## src/rtl/param_fifo_pkg.sv

```systemverilog
// Shared constants and width helpers for the parameterised FIFO.
// Optional mode: define PARAM_FIFO_FWFT_EN for first-word-fall-through reads.
package param_fifo_pkg;

    localparam int FIFO_WIDTH_DEF = 16;
    localparam int FIFO_DEPTH_DEF = 8;

    function automatic int cnt_w(input int depth);
        return $clog2(depth + 1);
    endfunction

    function automatic int ptr_w(input int depth);
        int w;
        w = $clog2(depth);
        return (w < 1) ? 1 : w;
    endfunction

endpackage

```

## src/rtl/param_fifo_if.sv

```systemverilog
// Write/read bus of param_fifo: master is the user, slave is the FIFO.
// Optional mode: PARAM_FIFO_FWFT_EN changes data_out timing only.
interface param_fifo_if
    import param_fifo_pkg::*;
#(
    parameter int FIFO_WIDTH = FIFO_WIDTH_DEF,
    parameter int FIFO_DEPTH = FIFO_DEPTH_DEF
) ();

    logic [FIFO_WIDTH-1:0]        data_in;
    logic                         wr_en;
    logic                         rd_en;
    logic [FIFO_WIDTH-1:0]        data_out;
    logic                         wr_ack;
    logic                         overflow;
    logic                         underflow;
    logic                         full;
    logic                         empty;
    logic                         almostfull;
    logic                         almostempty;
    logic [cnt_w(FIFO_DEPTH)-1:0] count;

    modport master (
        output data_in, wr_en, rd_en,
        input  data_out, wr_ack, overflow, underflow,
        input  full, empty, almostfull, almostempty, count
    );

    modport slave (
        input  data_in, wr_en, rd_en,
        output data_out, wr_ack, overflow, underflow,
        output full, empty, almostfull, almostempty, count
    );

endinterface

```

## src/rtl/param_fifo_mem.sv

```systemverilog
// FIFO storage: simple dual-port array, synchronous write, async read.
// Contents are deliberately not reset.
module param_fifo_mem #(
    parameter int WIDTH = 16,
    parameter int DEPTH = 8,
    parameter int PW    = 3
) (
    input  logic             i_clk,
    input  logic             i_we,
    input  logic [PW-1:0]    i_waddr,
    input  logic [WIDTH-1:0] i_wdata,
    input  logic [PW-1:0]    i_raddr,
    output logic [WIDTH-1:0] o_rdata
);

    logic [WIDTH-1:0] r_mem [0:DEPTH-1];

    always_ff @(posedge i_clk) begin
        if (i_we) r_mem[i_waddr] <= i_wdata;
    end

    assign o_rdata = r_mem[i_raddr];

endmodule

```

## src/rtl/param_fifo.sv

```systemverilog
// Synchronous FIFO with occupancy count, level flags and access status.
// Define PARAM_FIFO_FWFT_EN for first-word-fall-through data_out.
module param_fifo
    import param_fifo_pkg::*;
#(
    parameter int FIFO_WIDTH = FIFO_WIDTH_DEF,
    parameter int FIFO_DEPTH = FIFO_DEPTH_DEF,
    parameter int AF_THRESH  = FIFO_DEPTH - 1,
    parameter int AE_THRESH  = 1
) (
    input  logic       clk,
    input  logic       rst_n,
    param_fifo_if.slave bus
);

    localparam int CW = cnt_w(FIFO_DEPTH);
    localparam int PW = ptr_w(FIFO_DEPTH);
    localparam logic [CW-1:0] DEPTH_C = CW'(FIFO_DEPTH);
    localparam logic [CW-1:0] AF_C    = CW'(AF_THRESH);
    localparam logic [CW-1:0] AE_C    = CW'(AE_THRESH);
    localparam logic [PW-1:0] LAST_P  = PW'(FIFO_DEPTH - 1);

    if (FIFO_WIDTH < 1 || FIFO_WIDTH > 64) begin : g_bad_width
        $error("param_fifo: FIFO_WIDTH out of range");
    end
    if (FIFO_DEPTH < 2 || FIFO_DEPTH > 1024) begin : g_bad_depth
        $error("param_fifo: FIFO_DEPTH out of range");
    end
    if (AF_THRESH < 1 || AF_THRESH > FIFO_DEPTH - 1) begin : g_bad_af
        $error("param_fifo: AF_THRESH out of range");
    end
    if (AE_THRESH < 1 || AE_THRESH > FIFO_DEPTH - 1) begin : g_bad_ae
        $error("param_fifo: AE_THRESH out of range");
    end

    logic [PW-1:0]         r_wptr;
    logic [PW-1:0]         r_rptr;
    logic [CW-1:0]         r_count;
    logic                  r_wr_ack;
    logic                  r_ovf;
    logic                  r_udf;
    logic                  w_rd_ok;
    logic                  w_wr_ok;
    logic                  w_full;
    logic                  w_empty;
    logic [FIFO_WIDTH-1:0] w_head;

    function automatic logic [PW-1:0] inc(input logic [PW-1:0] p);
        return (p == LAST_P) ? '0 : p + 1'b1;
    endfunction

    assign w_full  = (r_count == DEPTH_C);
    assign w_empty = (r_count == '0);

    // A full FIFO still takes a write when a read frees the slot
    assign w_rd_ok = bus.rd_en && !w_empty;
    assign w_wr_ok = bus.wr_en && (!w_full || w_rd_ok);

    always_ff @(posedge clk or negedge rst_n) begin
        if (!rst_n) begin
            r_wptr   <= '0;
            r_rptr   <= '0;
            r_count  <= '0;
            r_wr_ack <= 1'b0;
            r_ovf    <= 1'b0;
            r_udf    <= 1'b0;
        end else begin
            if (w_wr_ok) r_wptr <= inc(r_wptr);
            if (w_rd_ok) r_rptr <= inc(r_rptr);
            case ({w_wr_ok, w_rd_ok})
                2'b10:   r_count <= r_count + 1'b1;
                2'b01:   r_count <= r_count - 1'b1;
                default: r_count <= r_count;
            endcase
            r_wr_ack <= w_wr_ok;
            r_ovf    <= bus.wr_en && !w_wr_ok;
            r_udf    <= bus.rd_en && !w_rd_ok;
        end
    end

    param_fifo_mem #(
        .WIDTH (FIFO_WIDTH),
        .DEPTH (FIFO_DEPTH),
        .PW    (PW)
    ) u_mem (
        .i_clk   (clk),
        .i_we    (w_wr_ok),
        .i_waddr (r_wptr),
        .i_wdata (bus.data_in),
        .i_raddr (r_rptr),
        .o_rdata (w_head)
    );

`ifdef PARAM_FIFO_FWFT_EN
    assign bus.data_out = w_empty ? '0 : w_head;
`else
    logic [FIFO_WIDTH-1:0] r_dout;

    always_ff @(posedge clk or negedge rst_n) begin
        if (!rst_n) begin
            r_dout <= '0;
        end else if (w_rd_ok) begin
            r_dout <= w_head;
        end
    end

    assign bus.data_out = r_dout;
`endif

    assign bus.count       = r_count;
    assign bus.full        = w_full;
    assign bus.empty       = w_empty;
    assign bus.almostfull  = (r_count >= AF_C) && !w_full;
    assign bus.almostempty = (r_count <= AE_C) && !w_empty;
    assign bus.wr_ack      = r_wr_ack;
    assign bus.overflow    = r_ovf;
    assign bus.underflow   = r_udf;

endmodule

```

## src/flat_wrapper.sv

```systemverilog
// flat-port wrapper written by rule: the top's interface ports become plain ports
module param_fifo_flat import param_fifo_pkg::*;
#(
    parameter int FIFO_WIDTH = FIFO_WIDTH_DEF,
    parameter int FIFO_DEPTH = FIFO_DEPTH_DEF,
    parameter int AF_THRESH  = FIFO_DEPTH - 1,
    parameter int AE_THRESH  = 1
)
  (clk, rst_n, bus_data_in, bus_wr_en, bus_rd_en, bus_data_out, bus_wr_ack, bus_overflow, bus_underflow, bus_full, bus_empty, bus_almostfull, bus_almostempty, bus_count);
  param_fifo_if #(.FIFO_WIDTH(FIFO_WIDTH), .FIFO_DEPTH(FIFO_DEPTH)) bus_i ();
  input  logic clk;
  input  logic rst_n;
  input wire logic [$bits(bus_i.data_in)-1:0] bus_data_in;
  input wire logic [$bits(bus_i.wr_en)-1:0] bus_wr_en;
  input wire logic [$bits(bus_i.rd_en)-1:0] bus_rd_en;
  output wire logic [$bits(bus_i.data_out)-1:0] bus_data_out;
  output wire logic [$bits(bus_i.wr_ack)-1:0] bus_wr_ack;
  output wire logic [$bits(bus_i.overflow)-1:0] bus_overflow;
  output wire logic [$bits(bus_i.underflow)-1:0] bus_underflow;
  output wire logic [$bits(bus_i.full)-1:0] bus_full;
  output wire logic [$bits(bus_i.empty)-1:0] bus_empty;
  output wire logic [$bits(bus_i.almostfull)-1:0] bus_almostfull;
  output wire logic [$bits(bus_i.almostempty)-1:0] bus_almostempty;
  output wire logic [$bits(bus_i.count)-1:0] bus_count;
  assign bus_i.data_in = bus_data_in;
  assign bus_i.wr_en = bus_wr_en;
  assign bus_i.rd_en = bus_rd_en;
  assign bus_data_out = bus_i.data_out;
  assign bus_wr_ack = bus_i.wr_ack;
  assign bus_overflow = bus_i.overflow;
  assign bus_underflow = bus_i.underflow;
  assign bus_full = bus_i.full;
  assign bus_empty = bus_i.empty;
  assign bus_almostfull = bus_i.almostfull;
  assign bus_almostempty = bus_i.almostempty;
  assign bus_count = bus_i.count;
  param_fifo #(.FIFO_WIDTH(FIFO_WIDTH), .FIFO_DEPTH(FIFO_DEPTH), .AF_THRESH(AF_THRESH), .AE_THRESH(AE_THRESH)) u_core (.clk(clk), .rst_n(rst_n), .bus(bus_i));
endmodule
```

## config.mk

```make
export PLATFORM = sky130hd
export DESIGN_NAME = param_fifo_flat
export DESIGN_NICKNAME = d
export VERILOG_FILES = /design/src/rtl/param_fifo_pkg.sv /design/src/rtl/param_fifo_if.sv /design/src/rtl/param_fifo_mem.sv /design/src/rtl/param_fifo.sv /design/src/flat_wrapper.sv
export SDC_FILE = /design/constraint.sdc
export NUM_CORES = 1
export LEC_CHECK = 0
export CAP_MARGIN = 20
export CORE_AREA = 2 2 123 125
export CTS_CLUSTER_SIZE = 24
export DETAILED_ROUTE_END_ITERATION = 12
export DIE_AREA = 0 0 125 127
export GPL_TIMING_DRIVEN = 0
export PLACE_DENSITY = 0.58
export SLEW_MARGIN = 25
export SYNTH_ARGS = -nofsm -noshare
export SYNTH_HDL_FRONTEND = slang
export SYNTH_SLANG_ARGS = --single-unit
```

## constraint.sdc

```tcl
create_clock -name clk -period 4.9 [get_ports clk]
set_clock_uncertainty 0.1 [all_clocks]
set_input_delay 0.735 -clock clk [delete_from_list [all_inputs] [get_ports clk]]
set_output_delay 0.735 -clock clk [all_outputs]
set_load 0.05 [all_outputs]
```

Word-level counts from Yosys, hierarchy flattened. Memory sizes are Yosys's and may differ from the RTL's. A register that Yosys moved wholly into a read port is not among the register bits. Index checks and enable logic that the tools add are counted.

Input bits: 20. Register bits after elaboration: 13. Output and inout port bits: 27. Memories kept: 1. Memory bits (writable): 128.

Memory list: u_core.u_mem.r_mem (depth 8, bits a word 16, rd ports 1, clocked after memory_dff 1, wr ports 1, line param_fifo_mem.sv:16) `logic [WIDTH-1:0] r_mem [0:DEPTH-1];`.

$add $sub $neg: 4. Reduce and logical (&&, ||, !) cells: 14. Muxes and demuxes: 5. Eq/ne operators: 5. $lt $le $gt $ge: 2.

Operator list (number): 4-bit one-hot mux with 2 select lines (1); 3-bit by 1-bit adder with 3-bit output (second input constant) (2); 3-bit == test (second input constant) (2); 1-bit logical AND (6); 3-bit 2-to-1 mux (2); 1-bit logical NOT (5); 4-bit by 1-bit adder with 4-bit output (second input constant) (1); 4-bit == test (second input constant) (1); 4-bit by 3-bit >= comparator with 1-bit output (second input constant) (1); 4-bit by 1-bit <= comparator with 1-bit output (second input constant) (1); 4-bit logical NOT (1); 4-bit by 1-bit subtractor with 4-bit output (second input constant) (1); 2-bit by 1-bit == test with 1-bit output (second input constant) (1); 2-bit == test (second input constant) (1); 1-bit 2-to-1 mux (2); 2-bit nonzero test (1); 1-bit logical OR (1).

Longest topological paths before layout. Gate-level depths: netlist of the first run.

Depth in word-level cells: 7. Depth in mapped cells: 8. Gate-level depth less buffers: 7.

By module. From an unflattened synthesis of the first run, not the netlist that was laid out.

Cells, all modules: 314. Area, all modules: 6451.2 µm².

By module, submodules not included: param_fifo_mem (area each 4973.5 µm², times used 1, cells each 198); param_fifo (area each 1477.7 µm², times used 1, cells each 116).

Least setup slack after synthesis of the first run. Ideal clock, no wire load.

Path type: register to register. Start point: register u_core.r_count[0] (netlist: u_core.bus.count[0]). End point: memory u_core.u_mem.r_mem[0][0] (enable). Buffers on the path: 1. Stages on the path, launching flop included: 7. Arrival: 3.194 ns. Data required time: 4.370 ns. Setup time: 0.430 ns. Setup slack: 1.176 ns. Cell sequence: dfrtp_1 > inv_1 > ha_1 > and4bb_2 > nand2b_1 > buf_2 > nor4_1.

Word-level cells in the longest chain between the ends: 7. Elaborated cells on any way between the ends: 9. Those cells by class: 1 x eq/ne; 2 x mux; 6 x reduce/logical.

Ends and longest elaborated chain: start: declaration (line param_fifo.sv:38) `logic [CW-1:0] r_count;`; start signal: assignment (line param_fifo.sv:71) `2'b10: r_count <= r_count + 1'b1;`; start signal: assignment (line param_fifo.sv:72) `2'b01: r_count <= r_count - 1'b1;`; start signal: assignment (line param_fifo.sv:73) `default: r_count <= r_count;`; 4-bit logical NOT (line param_fifo.sv:53) `assign w_empty = (r_count == '0);`; 1-bit logical NOT (line param_fifo.sv:56) `assign w_rd_ok = bus.rd_en && !w_empty;`; 1-bit logical AND (line param_fifo.sv:56); 1-bit logical OR * (line param_fifo.sv:57) `assign w_wr_ok = bus.wr_en && (!w_full || w_rd_ok);`; 1-bit logical AND * (line param_fifo.sv:57); 1-bit 2-to-1 mux * (line param_fifo_mem.sv:19) `if (i_we) r_mem[i_waddr] <= i_wdata;`; 1-bit 2-to-1 mux (not written as such) * (line param_fifo_mem.sv:19); end: declaration (line param_fifo_mem.sv:16).

Every way passes the cells marked *; elsewhere a longest branch is shown, timed or not.

Worst setup path after layout of the first run.
Start point: register u_core.r_count[0] (netlist: u_core.bus.count[0]). End point: output port bus_empty.

Word-level cells in the longest chain between the ends: 1.

Ends and longest elaborated chain: 4-bit logical NOT (line param_fifo.sv:53); end: declaration (line flat_wrapper.sv:21) `output wire logic [$bits(bus_i.empty)-1:0] bus_empty;`.

No other way between the ends.

==> results.sh, run 1 <==
export IMPL_initial_utilization_pct=43.41
export IMPL_timing_max_cap_violations=0
export IMPL_critical_path_class="reg -> out"
export IMPL_timing_final_crit_period_ns=3.402
export IMPL_area_growth_syn_to_layout_pct=22.94
export IMPL_power_ir_vdd_worst_uv=311.1
export IMPL_syn_num_nets=423
export IMPL_cp_max_fo=6
export IMPL_most_common_layout_cells="sky130_fd_sc_hd__edfxtp_1, sky130_fd_sc_hd__mux2i_1, sky130_fd_sc_hd__clkdlybuf4s50_1"
export IMPL_rr_startpoint="u_core.bus.count[0]$_DFFE_PN0P_"
export IMPL_power_clock_fraction_pct=26.5
export IMPL_final_layout_size_suffix_gt1_share_pct=14.64
export IMPL_wl_um=13600
export IMPL_sw_frac_of_total_pct=36.21
export IMPL_cts_resized=0
export IMPL_route_vias_total=3546
export IMPL_placement_io_buffers=46
export IMPL_startpoint="u_core.bus.count[0]$_DFFE_PN0P_"
export IMPL_r2r_end="u_core.u_mem.r_mem[1][9]$_DFFE_PP_"
export IMPL_antenna_cells=0
export IMPL_track_usage_pct=18.20
export IMPL_reg2reg_slack_ns=2.03
export IMPL_fin_total_pwr_w=0.004959
export IMPL_net_load_switching_power_w=0.001796
export IMPL_postCtsHoldBufs=0
export IMPL_dp_hpwl_um=8813
export IMPL_sequentialPowerShare_pct=37.1
export IMPL_synth_warning_count=0
export IMPL_vias_cell=5.300
export IMPL_leakagePower_nw=2.876
export IMPL_die_outline_height_um=127
export IMPL_cp_data_arrival_time_ns=2.57
export IMPL_aggregate_global_routing_overflow=0
export IMPL_die_width_um=125
export IMPL_hold_class="in -> async"
export IMPL_std_cell_rows=44
export IMPL_worstSkewPairLatency_ns=0.43
export IMPL_placeableCoreArea_um2=14420
export IMPL_clkSinkCount=157
export IMPL_layout_nets=500
export IMPL_postLayoutCoreUtil_pct=53.37
export IMPL_clk_pin_slew_worst_paths_ns=0.06
export IMPL_number_of_design_rule_violations_left_after_detail_routing=0
export IMPL_fin_tns_setup_ns=0
export IMPL_dr_pass1_iters=4
export IMPL_ff2ff_path_depth=9
export IMPL_routed_wire_length_per_instance_um=20.33
export IMPL_max_clock_freq_mhz=293.9
export IMPL_io_pins=47
export IMPL_cts_made_buffers=17
export IMPL_ys_seq_area_share_pct=72.98
export IMPL_yosys_register_bits=157
export IMPL_gp_routability_congestion=0.7259
export IMPL_number_of_global_route_vias_before_repair=3584
export IMPL_cellPowerDensity_nw_per_um2=644.3
export IMPL_drt_iter0_drc=334
export IMPL_max_slew_worst_pin_slew_ns=0.7344
export IMPL_netlist_instances=395
export IMPL_dp_slack_ns=1.477
export IMPL_die_area_um2=15880
export IMPL_post_route_clock_period_utilization_pct=69.43
export IMPL_ctsHtreeMaxLevel=4
export IMPL_outcome="finished, final reports clean"
export IMPL_worst_setup_path_end_kind="primary output"
export IMPL_detail_route_antenna_nets=0
export IMPL_worstSetupStartpointType="flip-flop"
export IMPL_number_of_setup_violations_in_the_final_report=0
export IMPL_grt_first_pass_wirelength_um=21130
export IMPL_unrepaired_setup_endpoints_after_global_routing="no"
export IMPL_grt_max_degree=22
export IMPL_power_internal_w=0.003164
export IMPL_worst_endpoint_required_ns=4.07
export IMPL_syn_area_um2=6261
export IMPL_relative_slew_slack_pct=51.04
export IMPL_hold_violations=0
export IMPL_clock_root_buffer="sky130_fd_sc_hd__clkbuf_16"
export IMPL_final_common_cell="sky130_fd_sc_hd__edfxtp_1"
export IMPL_final_setup_worst_slack_ns=1.498
export IMPL_antenna_found_initial=0
export IMPL_combPwrFrac_pct=36.4
export IMPL_cts_post_setup_buffers_inserted=0
export IMPL_drv_slew=0
export IMPL_cts_tree="done"
export IMPL_syn_area_per_cell_um2=15.85
export IMPL_synthDistinctLibCells=34
export IMPL_clock_path_buffers=2
==> layer usage <==
| metal | global-route usage [%] | up-vias | share of wire [%] |
|---|---|---|---|
| li1 | - | 1654 | - |
| met2 | 28.10 | 91 | 47 |
| met1 | 25.29 | 1783 | 47 |
| met5 | 0 | - | 0 |
| met3 | 5.276 | 18 | 4.9 |
| met4 | 5.556 | 0 | 1.3 |
==> kinds of logic (layout without fill, tap and decap cells) <==
logic type / after synthesis / after routing / share of synthesized area (%)
AOI/OAI and AO/OA: 57 / 57 / 6.135
xor gates and xnor gates: 5 / 5 / 0.6996
adders and majority gates: 8 / 8 / 1.599
buffers and inverters: 25 / 115 / 2.118
DFF: 157 / 157 / 72.98
muxes: 67 / 67 / 10.73
and+or+nand+nor: 76 / 76 / 5.735
==> synthesized netlist by cell type <==
cell type | count | area [µm²]
sky130_fd_sc_hd__nand4b_1 | 1 | 8.760
sky130_fd_sc_hd__clkbuf_2 | 1 | 5.000
sky130_fd_sc_hd__a21o_1 | 2 | 15.01
sky130_fd_sc_hd__o21ai_2 | 1 | 8.760
sky130_fd_sc_hd__buf_4 | 5 | 37.54
sky130_fd_sc_hd__nor4_1 | 2 | 12.51
sky130_fd_sc_hd__dfrtp_1 | 29 | 725.7
sky130_fd_sc_hd__nand2_2 | 1 | 6.260
sky130_fd_sc_hd__and4bb_2 | 1 | 12.51
sky130_fd_sc_hd__a211oi_1 | 1 | 7.510
sky130_fd_sc_hd__clkbuf_1 | 8 | 30.03
sky130_fd_sc_hd__nand2_1 | 40 | 150.1
sky130_fd_sc_hd__xnor2_1 | 3 | 26.28
sky130_fd_sc_hd__inv_1 | 4 | 15.01
sky130_fd_sc_hd__ha_1 | 8 | 100.1
sky130_fd_sc_hd__buf_2 | 5 | 25.02
sky130_fd_sc_hd__nand3b_1 | 1 | 7.510
sky130_fd_sc_hd__a22oi_1 | 32 | 240.2
sky130_fd_sc_hd__nand2b_1 | 7 | 43.79
sky130_fd_sc_hd__clkinv_4 | 1 | 8.760
sky130_fd_sc_hd__edfxtp_1 | 128 | 3844
sky130_fd_sc_hd__nor3_1 | 7 | 35.03
sky130_fd_sc_hd__mux2i_1 | 66 | 660.6
sky130_fd_sc_hd__buf_6 | 1 | 11.26
sky130_fd_sc_hd__o21ai_0 | 10 | 50.05
sky130_fd_sc_hd__o21ai_1 | 10 | 50.05
sky130_fd_sc_hd__mux2_2 | 1 | 11.26
sky130_fd_sc_hd__a211oi_2 | 1 | 12.51
sky130_fd_sc_hd__nor2b_1 | 2 | 12.51
sky130_fd_sc_hd__and2_1 | 3 | 18.77
sky130_fd_sc_hd__xor2_1 | 2 | 17.52
sky130_fd_sc_hd__nor2_1 | 9 | 33.78
sky130_fd_sc_hd__nand4_1 | 1 | 6.260
sky130_fd_sc_hd__or3b_4 | 1 | 11.26
==> through the flow <==
stage          cells  hold WS (ns)  cell area, µm²
5_1_grt          669       0.06522            7697
6_report         669       0.05898            7697
3_5_place_dp     637        0.3734            7101
2_1_floorplan    395        0.3394            6261
4_1_cts          669       0.06187            7697
3_3_place_gp     625        0.3677            6952
==> power by group through the flow <==
stage / Combinational, W / Sequential (W) / Clock, W
after floorplan: 0.000904 / 0.00215 / 0
after global placement: 0.00175 / 0.00186 / 0
after detailed placement: 0.00181 / 0.00187 / 0
after CTS: 0.00182 / 0.00184 / 0.00133
after global routing: 0.00195 / 0.00187 / 0.00140
final: 0.00180 / 0.00184 / 0.00131
==> worst max-delay path, cell delays in order, from the launching register on <==
cell and delay (ns):
sky130_fd_sc_hd__dfrtp_1 0.45, sky130_fd_sc_hd__inv_1 0.14, sky130_fd_sc_hd__ha_1 0.23, sky130_fd_sc_hd__or3b_4 0.44, sky130_fd_sc_hd__clkinv_4 0.08, sky130_fd_sc_hd__clkdlybuf4s50_1 0.79
==> flip-flops by register name (all words and copies together) (netlist names) <==
signal	flops
u_core.bus.data_out	16
u_core.bus.underflow	1
u_core.bus.count	4
u_core.u_mem.r_mem	128
u_core.bus.wr_ack	1
u_core.r_wptr	3
u_core.bus.overflow	1
u_core.r_rptr	3
==> how the worst max path moves through the flow <==
stage	to	slack, ns	cells past startpoint
global placement	u_core.u_mem.r_mem[0][12]$_DFFE_PP_	-0.81	5
CTS	bus_empty	1.48	5
floorplan	u_core.u_mem.r_mem[0][0]$_DFFE_PP_	1.18	6
detailed placement	u_core.u_mem.r_mem[1][8]$_DFFE_PP_	1.48	8
global route	bus_empty	1.38	5
finish	bus_empty	1.50	5
==> layout make-up <==
cell class / count / area (µm²)
buffer: 20 / 108.9
sequential: 157 / 4569
multi-input combinational: 213 / 1608
fill: 1193 / 6726
clock buffer: 22 / 484.2
timing repair buffer: 58 / 560.5
clock inverter: 10 / 112.6
inverter: 5 / 23.77
tap: 184 / 230.2
Note: power is estimated with default switching activity, not from simulation.
==> run 2, diff against run 1 <==
--- a/config.mk
+++ b/config.mk
@@ -11,7 +11,7 @@
 export DETAILED_ROUTE_END_ITERATION = 12
 export DIE_AREA = 0 0 125 127
 export GPL_TIMING_DRIVEN = 0
-export PLACE_DENSITY = 0.58
+export PLACE_DENSITY = 0.6
 export SLEW_MARGIN = 25
 export SYNTH_ARGS = -nofsm -noshare
 export SYNTH_HDL_FRONTEND = slang
==> constraint.sdc (replaced) <==
create_clock -name clk -period 3 [get_ports clk]
set_clock_uncertainty 0.1 [all_clocks]
set_input_delay 0.45 -clock clk [delete_from_list [all_inputs] [get_ports clk]]
set_output_delay 0.45 -clock clk [all_outputs]
set_load 0.05 [all_outputs]
==> run 2 against run 1 <==
Effect of this change: first-iteration DRC count fell by 36%; wire length fell by 4.9%; sequential cell count did not move; critical path depth did not move; cell area rose by 0.36%; sequential power rose by 64%; highest routed layer unchanged; via count fell by 2.7%; clock power rose by 59%; die area did not move; largest cell class unchanged; sequential share of layout area fell by 0.21 points; combinational power rose by 63%.
==> results.sh, run 2 (synthesis results as in run 1) <==
export IMPL_number_of_setup_violations_in_the_final_report=0
export IMPL_final_layout_size_suffix_gt1_share_pct=14.02
export IMPL_track_usage_pct=16.87
export IMPL_max_slew_worst_pin_slew_ns=0.7450
export IMPL_reg2reg_slack_ns=0.18
export IMPL_cellPowerDensity_nw_per_um2=1042
export IMPL_gp_routability_congestion=0.7802
export IMPL_timing_final_crit_period_ns=2.826
export IMPL_ctsHtreeMaxLevel=4
export IMPL_cp_top_family="buffers and inverters"
export IMPL_io_pins=47
export IMPL_net_load_switching_power_w=0.002922
export IMPL_grt_first_pass_wirelength_um=19510
export IMPL_worst_endpoint_required_ns=2.45
export IMPL_cp_max_fo=6
export IMPL_routed_wire_length_per_instance_um=19.34
export IMPL_combPwrFrac_pct=36.5
export IMPL_critical_path_class="reg -> out"
export IMPL_number_of_design_rule_violations_left_after_detail_routing=0
export IMPL_power_ir_vdd_worst_uv=514.3
export IMPL_timing_max_cap_violations=0
export IMPL_fin_tns_setup_ns=0
export IMPL_leakagePower_nw=2.884
export IMPL_clock_path_buffers=2
export IMPL_path_cells="inv_1, ha_1, or3b_4, clkinv_4, dlygate4sd2_1"
export IMPL_drv_slew=0
export IMPL_fill_cells=1161
export IMPL_sw_frac_of_total_pct=36.31
export IMPL_stdcell_count=669
export IMPL_aggregate_global_routing_overflow=0
export IMPL_hold_class="in -> async"
export IMPL_outcome="finished, final reports clean"
export IMPL_hold_violations=0
export IMPL_cp_data_arrival_time_ns=2.28
export IMPL_critical_path_max_stage_delay_ns=0.52
export IMPL_fin_total_pwr_w=0.008046
export IMPL_most_common_layout_cells="sky130_fd_sc_hd__edfxtp_1, sky130_fd_sc_hd__mux2i_1, sky130_fd_sc_hd__clkdlybuf4s50_1"
export IMPL_regMostFlops="u_core.u_mem.r_mem"
export IMPL_placement_io_buffers=46
export IMPL_largest_reg_flops=128
export IMPL_die_area_um2=15880
export IMPL_dp_hpwl_um=8267
export IMPL_register_area_um2=4569
export IMPL_sequentialPowerShare_pct=37.6
export IMPL_placeableCoreArea_um2=14420
export IMPL_area_growth_syn_to_layout_pct=23.38
export IMPL_dr_pass1_iters=6
export IMPL_antenna_found_initial=0
export IMPL_cts_tree="done"
export IMPL_cts_made_buffers=17
export IMPL_timing_critical_path_slowest_stage_cell="sky130_fd_sc_hd__dlygate4sd2_1"
export IMPL_clk_pin_slew_worst_paths_ns=0.06
export IMPL_timing_critical_path_buf_inv=3
export IMPL_clock_root_buffer="sky130_fd_sc_hd__clkbuf_16"
export IMPL_number_of_global_route_vias_before_repair=3322
export IMPL_power_clock_fraction_pct=25.9
export IMPL_worst_setup_path_end_kind="primary output"
export IMPL_placedCellCount=635
export IMPL_layout_nets=500
export IMPL_wl_um=12940
export IMPL_max_clock_freq_mhz=353.8
export IMPL_antenna_cells=0
export IMPL_multiInputGateArea_um2=1623
export IMPL_drt_iter0_drc=213
export IMPL_die_outline_height_um=127
export IMPL_worstSkewPairLatency_ns=0.42
export IMPL_std_cell_rows=44
export IMPL_worstSetupStartpointType="flip-flop"
export IMPL_relative_slew_slack_pct=50.34
export IMPL_final_common_cell="sky130_fd_sc_hd__edfxtp_1"
export IMPL_detail_route_antenna_nets=0
export IMPL_grt_max_degree=22
export IMPL_post_route_clock_period_utilization_pct=94.21
export IMPL_clkSinkCount=157
export IMPL_route_vias_total=3450
export IMPL_initial_utilization_pct=43.41
export IMPL_die_width_um=125
export IMPL_power_internal_w=0.005124
export IMPL_unrepaired_setup_endpoints_after_global_routing="no"
export IMPL_vias_cell=5.157
run 2: area by class of cell:
cell class	count	area share, %
inverters	5	0.3077
clock buffers	19	5.734
well taps	184	2.980
repair buffers	58	7.629
flip-flops and latches	157	59.15
multi-input cells	213	21.01
clock inverters	13	1.782
plain buffers	20	1.409
run 2: worst paths after layout:
kind,from,endpoint,cells past startpoint
worst max-delay path,u_core.bus.count[0]$_DFFE_PN0P_,bus_empty,5
worst min-delay path,rst_n,u_core.bus.count[3]$_DFFE_PN0P_,2
worst max register to register,u_core.bus.count[0]$_DFFE_PN0P_,u_core.u_mem.r_mem[7][11]$_DFFE_PP_,8
worst min register to register,u_core.bus.data_out[3]$_DFFE_PN0P_,u_core.bus.data_out[3]$_DFFE_PN0P_,2
max in group asynchronous,rst_n,u_core.r_rptr[0]$_DFFE_PN0P_,3
min in group clk,u_core.bus.data_out[3]$_DFFE_PN0P_,u_core.bus.data_out[3]$_DFFE_PN0P_,2
run 2: per-layer routing:
layer	global-route usage, %	wire length [µm]	part of all wire, %	up-vias
met3	4.271	575	4.4	9
li1	-	-	-	1662
met2	27.17	6358	49	79
met1	22.55	5848	45	1700
met4	5.882	154	1.2	0
met5	0	0	0	-
run 2: power groups by stage:
stage                     sequential [W]  combinational, W  clock, W
after global routing             0.00307           0.00315   0.00222
after CTS                        0.00303           0.00296   0.00212
after detailed placement         0.00307           0.00295         0
after floorplan                  0.00351           0.00149         0
after global placement           0.00304           0.00284         0
final                            0.00302           0.00294   0.00208
run 2: stage by stage:
| stage | area, µm² | hold WS, ns | utilization (%) | worst slack (ns) |
|---|---|---|---|---|
| 6_report | 7725 | 0.3268 | 53.56 | 0.1737 |
| 3_3_place_gp | 6970 | 0.3659 | 48.33 | -1.559 |
| 3_5_place_dp | 7113 | 0.2325 | 49.31 | -0.2165 |
| 4_1_cts | 7702 | 0.3286 | 53.40 | 0.03323 |
| 5_1_grt | 7725 | 0.3420 | 53.56 | 0.009680 |
| 2_1_floorplan | 6280 | 0.05441 | - | -0.3079 |
run 2: what timing repair did:
item	CTS	global route
hold endpoints to repair	8	0
pin swaps	0	2
setup buffers	0	1
hold buffers	1	0
setup endpoints to repair	1	14
resized for setup	1	1
run 2: worst reg2reg max path, cell delays in order (launching register included):
cell and delay (ns):
sky130_fd_sc_hd__dfrtp_1 0.45, sky130_fd_sc_hd__inv_1 0.12, sky130_fd_sc_hd__ha_1 0.26, sky130_fd_sc_hd__and4bb_2 0.24, sky130_fd_sc_hd__nand2b_1 0.13, sky130_fd_sc_hd__buf_2 0.20
sky130_fd_sc_hd__inv_1 0.12, sky130_fd_sc_hd__nand2_1 0.23, sky130_fd_sc_hd__nor2_4 0.59
==> run 3, diff against run 2 <==
--- a/config.mk
+++ b/config.mk
@@ -11,6 +11,7 @@
 export DETAILED_ROUTE_END_ITERATION = 12
 export DIE_AREA = 0 0 125 127
 export GPL_TIMING_DRIVEN = 0
+export HOLD_SLACK_MARGIN = 0.02
 export PLACE_DENSITY = 0.6
 export SLEW_MARGIN = 25
 export SYNTH_ARGS = -nofsm -noshare
==> results of run 3 <==
Same layout as run 2: the final DEF is identical, and so are final timing and power.
